[src/rtl/mem_burst_ctrl.sv]
// mem_burst_ctrl: burst sequencer that sits upstream of the valid/ready memory.
// It accepts one command (direction, start address, beat count), then issues one
// memory handshake per beat, with the address wrapping modulo DEPTH. On writes it
// pulls one beat from the write-data stream per memory write. On reads it pushes
// one beat to the read-data stream per memory read.
// Every output is a register, so each output changes only on the transitions that
// set or clear it.
module mem_burst_ctrl #(
  parameter int WIDTH      = 16,
  parameter int DEPTH      = 16,
  parameter int ADDR_WIDTH = 4
) (
  input  logic                  clk_i,
  input  logic                  rst_i,
  input  logic                  cmd_valid_i,
  output logic                  cmd_ready_o,
  input  logic                  cmd_wr_i,
  input  logic [ADDR_WIDTH-1:0] cmd_addr_i,
  input  logic [ADDR_WIDTH:0]   cmd_len_i,
  input  logic                  wd_valid_i,
  output logic                  wd_ready_o,
  input  logic [WIDTH-1:0]      wd_data_i,
  output logic                  rd_valid_o,
  input  logic                  rd_ready_i,
  output logic [WIDTH-1:0]      rd_data_o,
  output logic                  rd_last_o,
  output logic                  mem_valid_o,
  output logic                  mem_wr_rd_en_o,
  output logic [ADDR_WIDTH-1:0] mem_addr_o,
  output logic [WIDTH-1:0]      mem_wdata_o,
  input  logic                  mem_ready_i,
  input  logic [WIDTH-1:0]      mem_rdata_i,
  output logic                  busy_o,
  output logic                  done_o
);

  typedef enum logic [2:0] {
    IDLE,
    WR_DATA,
    WR_ISSUE,
    RD_ISSUE,
    RD_HOLD,
    DONE
  } state_t;

  localparam logic [ADDR_WIDTH:0]   LEN_MAX  = (ADDR_WIDTH+1)'(DEPTH);
  localparam logic [ADDR_WIDTH:0]   LEN_ONE  = (ADDR_WIDTH+1)'(1);
  localparam logic [ADDR_WIDTH-1:0] ADDR_ONE = ADDR_WIDTH'(1);

  state_t                state;
  logic [ADDR_WIDTH-1:0] addr;
  logic [ADDR_WIDTH:0]   count;
  logic [ADDR_WIDTH:0]   len_sat;
  logic [ADDR_WIDTH-1:0] addr_next;

  // A burst never exceeds the memory size.
  // The next address wraps naturally because DEPTH is a power of two.
  always_comb begin
    len_sat   = (cmd_len_i > LEN_MAX) ? LEN_MAX : cmd_len_i;
    addr_next = addr + ADDR_ONE;
  end

  // Burst sequencer: state, beat counter, address and all registered outputs.
  always_ff @(posedge clk_i or posedge rst_i) begin
    if (rst_i) begin
      state          <= IDLE;
      addr           <= '0;
      count          <= '0;
      cmd_ready_o    <= 1'b1;
      wd_ready_o     <= 1'b0;
      rd_valid_o     <= 1'b0;
      rd_data_o      <= '0;
      rd_last_o      <= 1'b0;
      mem_valid_o    <= 1'b0;
      mem_wr_rd_en_o <= 1'b0;
      mem_addr_o     <= '0;
      mem_wdata_o    <= '0;
      busy_o         <= 1'b0;
      done_o         <= 1'b0;
    end else begin
      case (state)
        IDLE: begin
          done_o <= 1'b0;
          if (cmd_valid_i && cmd_ready_o) begin
            cmd_ready_o <= 1'b0;
            busy_o      <= 1'b1;
            addr        <= cmd_addr_i;
            count       <= len_sat;
            if (len_sat == '0) begin
              state <= DONE;
            end else if (cmd_wr_i) begin
              state      <= WR_DATA;
              wd_ready_o <= 1'b1;
            end else begin
              state          <= RD_ISSUE;
              mem_valid_o    <= 1'b1;
              mem_wr_rd_en_o <= 1'b0;
              mem_addr_o     <= cmd_addr_i;
            end
          end
        end

        WR_DATA: begin
          if (wd_valid_i) begin
            state          <= WR_ISSUE;
            wd_ready_o     <= 1'b0;
            mem_valid_o    <= 1'b1;
            mem_wr_rd_en_o <= 1'b1;
            mem_addr_o     <= addr;
            mem_wdata_o    <= wd_data_i;
          end
        end

        WR_ISSUE: begin
          if (mem_ready_i) begin
            mem_valid_o    <= 1'b0;
            mem_wr_rd_en_o <= 1'b0;
            mem_addr_o     <= '0;
            mem_wdata_o    <= '0;
            addr           <= addr_next;
            count          <= count - LEN_ONE;
            if (count == LEN_ONE) begin
              state <= DONE;
            end else begin
              state      <= WR_DATA;
              wd_ready_o <= 1'b1;
            end
          end
        end

        RD_ISSUE: begin
          if (mem_ready_i) begin
            state       <= RD_HOLD;
            mem_valid_o <= 1'b0;
            mem_addr_o  <= '0;
            rd_valid_o  <= 1'b1;
            rd_data_o   <= mem_rdata_i;
            rd_last_o   <= (count == LEN_ONE);
            count       <= count - LEN_ONE;
          end
        end

        RD_HOLD: begin
          if (rd_ready_i) begin
            rd_valid_o <= 1'b0;
            rd_last_o  <= 1'b0;
            if (rd_last_o) begin
              state <= DONE;
            end else begin
              state          <= RD_ISSUE;
              addr           <= addr_next;
              mem_valid_o    <= 1'b1;
              mem_wr_rd_en_o <= 1'b0;
              mem_addr_o     <= addr_next;
            end
          end
        end

        DONE: begin
          state       <= IDLE;
          done_o      <= 1'b1;
          cmd_ready_o <= 1'b1;
          busy_o      <= 1'b0;
        end

        default: begin
          state <= IDLE;
        end
      endcase
    end
  end

endmodule

[config.mk]
export PLATFORM = sky130hd
export DESIGN_NAME = mem_burst_ctrl
export DESIGN_NICKNAME = d
export VERILOG_FILES = /design/src/rtl/mem_burst_ctrl.sv
export SDC_FILE = /design/constraint.sdc
export NUM_CORES = 1
export LEC_CHECK = 0
export CORE_MARGIN = 2
export CORE_UTILIZATION = 50
export DETAILED_ROUTE_END_ITERATION = 7
export GPL_TIMING_DRIVEN = 1
export PLACE_DENSITY = 0.93
export SYNTH_ARGS = -nofsm -noshare
export SYNTH_HDL_FRONTEND = slang
export SYNTH_SLANG_ARGS = --single-unit
[constraint.sdc]
create_clock -name clk_i -period 2.52 [get_ports clk_i]
set_input_delay 0.378 -clock clk_i [delete_from_list [all_inputs] [get_ports clk_i]]
set_output_delay 0.378 -clock clk_i [all_outputs]
set_load 0.05 [all_outputs]
==> results of run 1 <==
-- how the worst min path moves through the flow --
stage,endpoint,slack [ns]
3_3_place_gp,rd_valid_o,0.46
2_1_floorplan,count[4],0.49
6_report,count[0],0.40
4_1_cts,rd_data_o[11],0.42
5_1_grt,rd_data_o[11],0.45
3_5_place_dp,mem_wdata_o[5],0.47
-- routing by layer --
layer	part of all wire [%]	GRT usage, %
met3	6.1	4.30
met4	2.1	9.48
met2	50	39.8
met5	0	0
met1	42	28.3
-- logic make-up (layout without fill, tap and decap cells) --
family | after synthesis | in the layout | share of synthesized area [%]
AOI/OAI and AO/OA | 70 | 70 | 16.5
DFF | 56 | 56 | 48.9
xor gates and xnor gates | 1 | 1 | 0.306
muxes | 30 | 30 | 12.0
buffers and inverters | 27 | 116 | 4.28
adders and majority gates | 3 | 3 | 1.31
and+or+nand+nor | 93 | 93 | 16.7
-- registers in the layout (all words and copies together) (netlist names), 3 cells and up --
name,count
rd_data_o,16
addr,4
mem_wdata_o,16
count,5
state,3
mem_addr_o,4
-- through the flow --
stage | total power, mW | hold slack [ns]
after floorplan | 4.29 | 0.495
after global placement | 5.24 | 0.463
after detailed placement | 5.36 | 0.469
after CTS | 5.95 | 0.419
after global routing | 6.28 | 0.447
final | 5.92 | 0.402
-- placed cells by master (no fill, tap or decap), types with 3 or more instances in the layout --
master | netlist | layout
clkdlybuf4s50_1 | 0 | 91
dfrtp_1 | 55 | 55
nand2_1 | 45 | 45
o21ai_0 | 28 | 27
mux2_2 | 19 | 19
inv_1 | 12 | 11
nor2_1 | 11 | 11
a21oi_1 | 10 | 10
nand3_1 | 8 | 8
mux2i_1 | 7 | 7
buf_4 | 1 | 7
nor2b_1 | 6 | 6
clkbuf_8 | 0 | 5
mux2_4 | 4 | 4
a31oi_1 | 4 | 4
a22oi_1 | 3 | 3
a21o_1 | 3 | 3
nor3_1 | 3 | 3
o22ai_1 | 3 | 3
ha_1 | 3 | 3
-- report_power, final --
group	internal (mW)	total [mW]	switching, mW
combinational	1.43	3.67	2.24
sequential	1.33	1.69	0.367
clock	0.286	0.566	0.280
-- cell type report --
| class | count | share of cell area (%) |
|---|---|---|
| tap | 72 | 2.28 |
| sequential | 56 | 35.6 |
| timing repair buffer | 98 | 24.4 |
| clock inverter | 1 | 0.761 |
| inverter | 12 | 1.14 |
| clock buffer | 5 | 1.74 |
| multi-input combinational | 197 | 34.1 |
==> results.yml, run 1 <==
sta:
  timing.fmax_mhz: 475
  skew_ns: 0.00646
  period_needed_ns: 2.11
  fin_setup_tns_ns: 0
  rsz0062_at_grt: "no"
  setup_viol: 0
  hold_viol: 0
  slew_viol_final: 0
  slew_headroom_pct: 55.3
  period_share_pct: 83.6
  layout_setup_ws_ns: 0.414
  worst_pin_slew_ns: 0.661
floorplan:
  initial_core_util_pct: 52.1
  num_io_pins: 92
  die_width_um: 79.7
  row_count: 27
  die-area_um2: 6350
  core_um2: 5510
  die_y_um: 79.7
placed_design:
  placed_area_um2: 3850
  port_buffers: 91
  globalplace.congestion: 0.915
  dp.cells: 435
  dpl.hpwl_um: 5110
  preCtsSetupSlack_ns: 0.272
route:
  ant_nets: 0
  drt-total-wl_um: 6880
  wl_per_cell_um: 15.6
  via_count: 2431
  drtIter0Drc: 139
  drc: 0
  viasPerCell: 5.51
  dr.pass1.iters: 6
finish:
  finalCoreUtilization_pct: 71.6
  nFillCells: 388
  multiInputGateArea_um2: 1350
  antenna_cells: 0
  layout-drive-gt1-share_pct: 12.7
  design_area_um2: 3950
  fin_nets: 421
  stdcell_count: 441
  regArea_um2: 1400
  syn2layout_area_growth_pct: 37.6
critical_path:
  required_ns: 2.14
  r2r_slack_ns: 0.48
  max_stage_delay_ns: 0.82
  crit_chain: "clkdlybuf4s50_1"
  r2r_cells: 5
  end_kind: "output pin"
  r2r-start: "state[1]"
  timing.rr.end: "mem_addr_o[0]"
  setup.worst_path.class: "reg -> out"
  crit_end: "cmd_ready_o"
  cp-start-kind: "register"
  crit_slowest_cell: "clkdlybuf4s50_1"
  path_depth: 1
  crit_family: "buffers and inverters"
  path_max_fanout: 6
  critPathLaunch: "cmd_ready_o"
  critical_path_buf_inv_count: 1
  arrival_ns: 1.73
global_routing:
  grt_use_total_pct: 23.1
  grt_pass1_vias: 2438
  overflow: 0
  antenna_found_initial: 0
  grt_max_degree: 33
  grt_pass1_wl_um: 11400
logic_synthesis:
  ys_seq_area_share_pct: 48.9
  avgSynthCellArea_um2: 10.2
  synthesis.area_um2: 2870
  ys_dominant_reg_cell: "dfrtp_1"
  synth_commonest_cells: "dfrtp_1, nand2_1, o21ai_0"
  netlist.area_leader.share_pct: 48.0
  ys_top_cells_by_area: "dfrtp_1, mux2_2, nand2_1, o21ai_0, mux2i_1"
  ys_seq_elements: 56
  synth_area_leader_cell: "dfrtp_1"
  yosysMostFrequentCell: "dfrtp_1"
  yosysWarnings: 0
  async_flop_share_pct: 100
  synth_cell_types: 54
  synth-edff-count: 0
  netlist_instances: 280
  synthesis.nets: 331
power:
  ir_worst_vdd_uv: 920
  p_leak_nw: 1.71
  power.density_nw_per_um2: 1500
run_status:
  status: "finished clean"
job:
  cap_violations: 0
clocking:
  post_cts.repair.setup_buffers: 0
  insertion_delay_ns: 0.32
  cts.path.max_buffers: 2
  htree_levels: 2
  cts_tree: "done"
  hold_buffers: 0
  clockRootBuffer: "clkbuf_8"
  ctsResizeCount: 0
  cts_inserted_buffers: 5
  cts_num_sinks: 56
  clkTransAtPathRegs_ns: 0.09
hold_path:
  hp-class: "in -> async"
Power figures use the tool's default switching activity.
==> run 2, diff against run 1 <==
--- a/config.mk
+++ b/config.mk
@@ -6,10 +6,10 @@
 export NUM_CORES = 1
 export LEC_CHECK = 0
 export CORE_MARGIN = 2
-export CORE_UTILIZATION = 50
+export CORE_UTILIZATION = 42
 export DETAILED_ROUTE_END_ITERATION = 7
 export GPL_TIMING_DRIVEN = 1
-export PLACE_DENSITY = 0.93
+export PLACE_DENSITY = 0.84
 export SYNTH_ARGS = -nofsm -noshare
 export SYNTH_HDL_FRONTEND = slang
 export SYNTH_SLANG_ARGS = --single-unit
==> constraint.sdc (replaced) <==
create_clock -name clk_i -period 1.7 [get_ports clk_i]
set_input_delay 0.255 -clock clk_i [delete_from_list [all_inputs] [get_ports clk_i]]
set_output_delay 0.255 -clock clk_i [all_outputs]
set_load 0.05 [all_outputs]
==> results.yml, run 2 (synthesized netlist as in run 1, its figures left out) <==
critical_path:
  timing.rr.end: "mem_addr_o[2]"
  required_ns: 1.91
  r2r-start: "state[1]"
  cp-start-kind: "register"
  setup.worst_path.class: "reg -> reg"
  r2r_slack_ns: -0.05
  path_max_fanout: 5
  r2r_cells: 4
  arrival_ns: 1.96
  end_kind: "register"
global_routing:
  grt_pass1_vias: 2487
  antenna_found_initial: 0
  grt_pass1_wl_um: 12000
  grt_use_total_pct: 20.3
  grt_max_degree: 57
  overflow: 0
power:
  pwr-share-seq_pct: 25.7
  power_frac_clock_pct: 8.0
  ir_worst_vdd_uv: 1310
  totalPowerFinal_mw: 9.45
  p_leak_nw: 2.00
  sw_frac_of_total_pct: 48.5
  power.internal_mw: 4.86
  pwr-share-comb_pct: 66.4
  power.density_nw_per_um2: 2210
  p_sw_mw: 4.59
clocking:
  clockRootBuffer: "clkbuf_8"
  cts_inserted_buffers: 5
  cts.path.max_buffers: 2
  cts_tree: "done"
  cts_num_sinks: 56
  htree_levels: 2
  insertion_delay_ns: 0.32
  clkTransAtPathRegs_ns: 0.11
finish:
  antenna_cells: 0
  largestRegisters: "mem_wdata_o x16, rd_data_o x16, count x5"
  nFillCells: 542
  syn2layout_area_growth_pct: 49.4
  final_common_cell: "buf_4"
  finalCoreUtilization_pct: 64.1
  final_cell_mix: "buf_4, dfrtp_1, clkdlybuf4s50_1"
  design_area_um2: 4280
  layout-drive-gt1-share_pct: 35.8
  fin_nets: 463
floorplan:
  die_width_um: 86.6
  initial_core_util_pct: 42.9
  row_count: 30
  die_y_um: 86.6
  num_io_pins: 92
  die-area_um2: 7500
  core_um2: 6680
route:
  drc: 0
  drtIter0Drc: 141
  dr.pass1.iters: 4
  drt-total-wl_um: 7520
  ant_nets: 0
  via_count: 2595
  wl_per_cell_um: 15.3
  viasPerCell: 5.26
placed_design:
  globalplace.congestion: 0.882
  placed_area_um2: 4070
  port_buffers: 91
  preCtsSetupSlack_ns: -0.298
  dpl.hpwl_um: 5330
sta:
  period_needed_ns: 1.75
  rsz0062_at_grt: "yes"
  skew_ns: 0.00577
  period_share_pct: 103
  slew_headroom_pct: 78.3
  layout_setup_ws_ns: -0.0534
  timing.fmax_mhz: 570
  fin_setup_tns_ns: -0.288
  hold_viol: 0
  worst_pin_slew_ns: 0.326
  setup_viol: 7
  slew_viol_final: 0
job:
  cap_violations: 0
run_status:
  violations: "setup timing"
  status: "complete, but fails checks"
hold_path:
  hp-class: "in -> async"
==> run 2: worst max path at each step <==
stage | startpoint | to | slack [ns] | cells past startpoint
2_1_floorplan | rd_last_o | mem_addr_o[0] | -0.13 | 4
3_3_place_gp | rd_ready_i | mem_addr_o[2] | -0.28 | 5
3_5_place_dp | rd_ready_i | mem_addr_o[0] | -0.30 | 5
4_1_cts | state[0] | mem_addr_o[2] | -0.04 | 4
5_1_grt | state[1] | addr[2] | -0.12 | 5
6_report | state[1] | mem_addr_o[2] | -0.05 | 4
==> run 2: final cells by class <==
type	count	area (um^2)	share of cell area [%]
clock buffers	6	72.6	1.69
flip-flops and latches	56	1410	32.8
repair buffers	140	1230	28.8
well taps	80	100	2.34
clock inverters	2	16.3	0.380
inverters	12	48.8	1.14
multi-input cells	197	1410	32.8
==> run 2: power by group through the flow <==
stage / logic, mW / clock network, mW / registers (mW)
floorplan: 2.34 / 0 / 4.01
global placement: 5.87 / 0 / 2.39
detailed placement: 5.99 / 0 / 2.42
CTS: 6.08 / 0.775 / 2.41
global route: 6.72 / 0.843 / 2.50
finish: 6.27 / 0.753 / 2.42
==> run 2: routing by layer <==
metal	vias to the layer above	share of wire [%]	global-route usage [%]
met1	1248	44	27.5
met5	-	0	0
met3	15	5.6	4.29
met2	83	49	32.7
met4	0	1.9	6.53
li1	1249	-	-
==> run 2: per-stage QoR <==
step                instances  hold slack, ns
global route              493           0.353
detailed placement        479           0.468
CTS                       490           0.329
floorplan                 280           0.391
finish                    493           0.298
global placement          479           0.466
==> run 2: timing repair <==
item,CTS,global route
endpoints found under the hold margin,0,0
endpoints found under the setup margin,9,32
buffers inserted,3,3
pin swaps,1,5
resized for setup,5,16
hold buffers,0,0
==> run 2: worst max-delay path, cell delays in order, from the launching register on <==
cell	delay, ns
dfrtp_2	0.47
or4b_4	0.52
a21oi_4	0.19
nand3_4	0.14
mux2_4	0.33
==> run 3, diff against run 2 <==
--- a/config.mk
+++ b/config.mk
@@ -9,6 +9,7 @@
 export CORE_UTILIZATION = 42
 export DETAILED_ROUTE_END_ITERATION = 7
 export GPL_TIMING_DRIVEN = 1
+export MAX_ROUTING_LAYER = met4
 export PLACE_DENSITY = 0.84
 export SYNTH_ARGS = -nofsm -noshare
 export SYNTH_HDL_FRONTEND = slang
==> results.yml, run 3 (synthesized netlist as in run 1, its figures left out) <==
route:
  viasPerCell: 5.31
  wl_per_cell_um: 15.9
  drtIter0Drc: 124
  dr.pass1.iters: 4
  drc: 0
  drt-total-wl_um: 7910
  ant_nets: 0
  via_count: 2651
global_routing:
  grt_max_degree: 33
  grt_pass1_vias: 2645
  grt_pass1_wl_um: 12600
  grt_use_total_pct: 21.7
  antenna_found_initial: 0
  overflow: 0
sta:
  layout_setup_ws_ns: -0.0882
  rsz0062_at_grt: "yes"
  period_needed_ns: 1.79
  skew_ns: 0.00690
  timing.fmax_mhz: 559
  hold_viol: 0
  worst_pin_slew_ns: 0.441
  slew_viol_final: 0
  period_share_pct: 105
  setup_viol: 8
  fin_setup_tns_ns: -0.330
  slew_headroom_pct: 70.6
critical_path:
  path_max_fanout: 6
  end_kind: "register"
  crit_slowest_cell: "dfrtp_2"
  r2r-start: "state[1]"
  crit_chain: "buf_6, or3b_4, a221oi_4, a21boi_2, a2bb2oi_2"
  cp-start-kind: "register"
  critPathLaunch: "state[1]"
  arrival_ns: 2.04
  required_ns: 1.95
  max_stage_delay_ns: 0.48
  setup.worst_path.class: "reg -> reg"
run_status:
  status: "complete, but fails checks"
  violations: "setup timing"
floorplan:
  initial_core_util_pct: 42.9
  die-area_um2: 7500
  num_io_pins: 92
  row_count: 30
  die_width_um: 86.6
  die_y_um: 86.6
  core_um2: 6680
job:
  cap_violations: 0
finish:
  fin_nets: 469
  antenna_cells: 0
  layout-drive-gt1-share_pct: 37.2
  syn2layout_area_growth_pct: 54.1
  largestRegisters: "mem_wdata_o x16, rd_data_o x16, count x5"
  design_area_um2: 4420
  nFillCells: 534
  final_common_cell: "buf_4"
  final_cell_mix: "buf_4, dfrtp_1, clkdlybuf4s50_1"
clocking:
  htree_levels: 2
  clockRootBuffer: "clkbuf_8"
  clkTransAtPathRegs_ns: 0.11
  cts_tree: "done"
  cts_num_sinks: 56
  cts_inserted_buffers: 5
  insertion_delay_ns: 0.32
  hold_buffers: 0
  cts.path.max_buffers: 2
hold_path:
  hp-class: "in -> async"
placed_design:
  port_buffers: 91
  placed_area_um2: 4090
  dpl.hpwl_um: 5650
  globalplace.congestion: 0.936
power:
  ir_worst_vdd_uv: 1340
  p_leak_nw: 2.06
  power.density_nw_per_um2: 2220
## run 3: changes by cell type in the layout (fill, tap and decap cells not counted), sizes merged
cell and delta:
buf +5, clkinvlp -1, inv +2
## run 3: critical path: cells and delay by family, from the launching register on
kind / cells / cell delay, ns
flops: 1 / 0.48
simple gates: 1 / 0.38
buf+inv: 1 / 0.14
compound gates: 3 / 0.73
## run 3: where the power goes
| group | total, mW | switching (mW) | leakage (nW) | internal, mW |
|---|---|---|---|---|
| Combinational | 6.57 | 3.81 | 1.34 | 2.76 |
| Clock | 0.783 | 0.479 | 0.0463 | 0.304 |
| Sequential | 2.43 | 0.457 | 0.681 | 1.97 |
| Total | 9.79 | 4.75 | 2.06 | 5.04 |
## run 3: layout make-up
class	instances	area (um^2)	share of cell area, %
clock buffers	5	68.8	1.56
clock inverters	3	27.5	0.623
inverters	12	45.0	1.02
multi-input cells	197	1440	32.6
flip-flops and latches	56	1410	31.8
well taps	80	100	2.27
repair buffers	146	1330	30.1
## run 3: per-stage QoR
stage	setup slack (ns)	instances	total power, mW	utilization, %	hold slack [ns]
4_1_cts	-0.0601	490	9.44	63.8	0.244
6_report	-0.0882	499	9.79	66.1	0.246
3_5_place_dp	-0.341	479	8.47	61.3	0.470
5_1_grt	-0.110	499	10.4	66.1	0.274
2_1_floorplan	-0.126	280	6.36	-	0.391
3_3_place_gp	-0.290	479	8.29	61.3	0.467
## run 3: path summary, 6_finish.rpt
| check | to | slack [ns] | depth (start not counted) |
|---|---|---|---|
| worst max-delay path | addr[2] | -0.09 | 5 |
| worst min-delay path | mem_wdata_o[7] | 0.25 | 2 |
| worst max register to register | addr[2] | -0.09 | 5 |
| worst min register to register | rd_valid_o | 0.49 | 2 |
| max in group asynchronous | cmd_ready_o | 0.92 | 3 |
| min in group clk_i | mem_wdata_o[3] | 0.48 | 3 |
## run 3: per-layer routing
layer / part of all wire, % / up-vias / track usage [%]
met2: 51 / 86 / 36.8
li1: - / 1265 / -
met3: 4.1 / 13 / 3.05
met5: 0 / - / -
met1: 43 / 1287 / 26.9
met4: 1.6 / 0 / 6.68
## run 3: repair_timing
item                                    CTS  global route
pin swaps                                 3             4
cloned                                    0             1
endpoints found under the setup margin   21            50
buffers inserted                          3             8
hold endpoints to repair                  0             0
gates resized for setup                  13            14
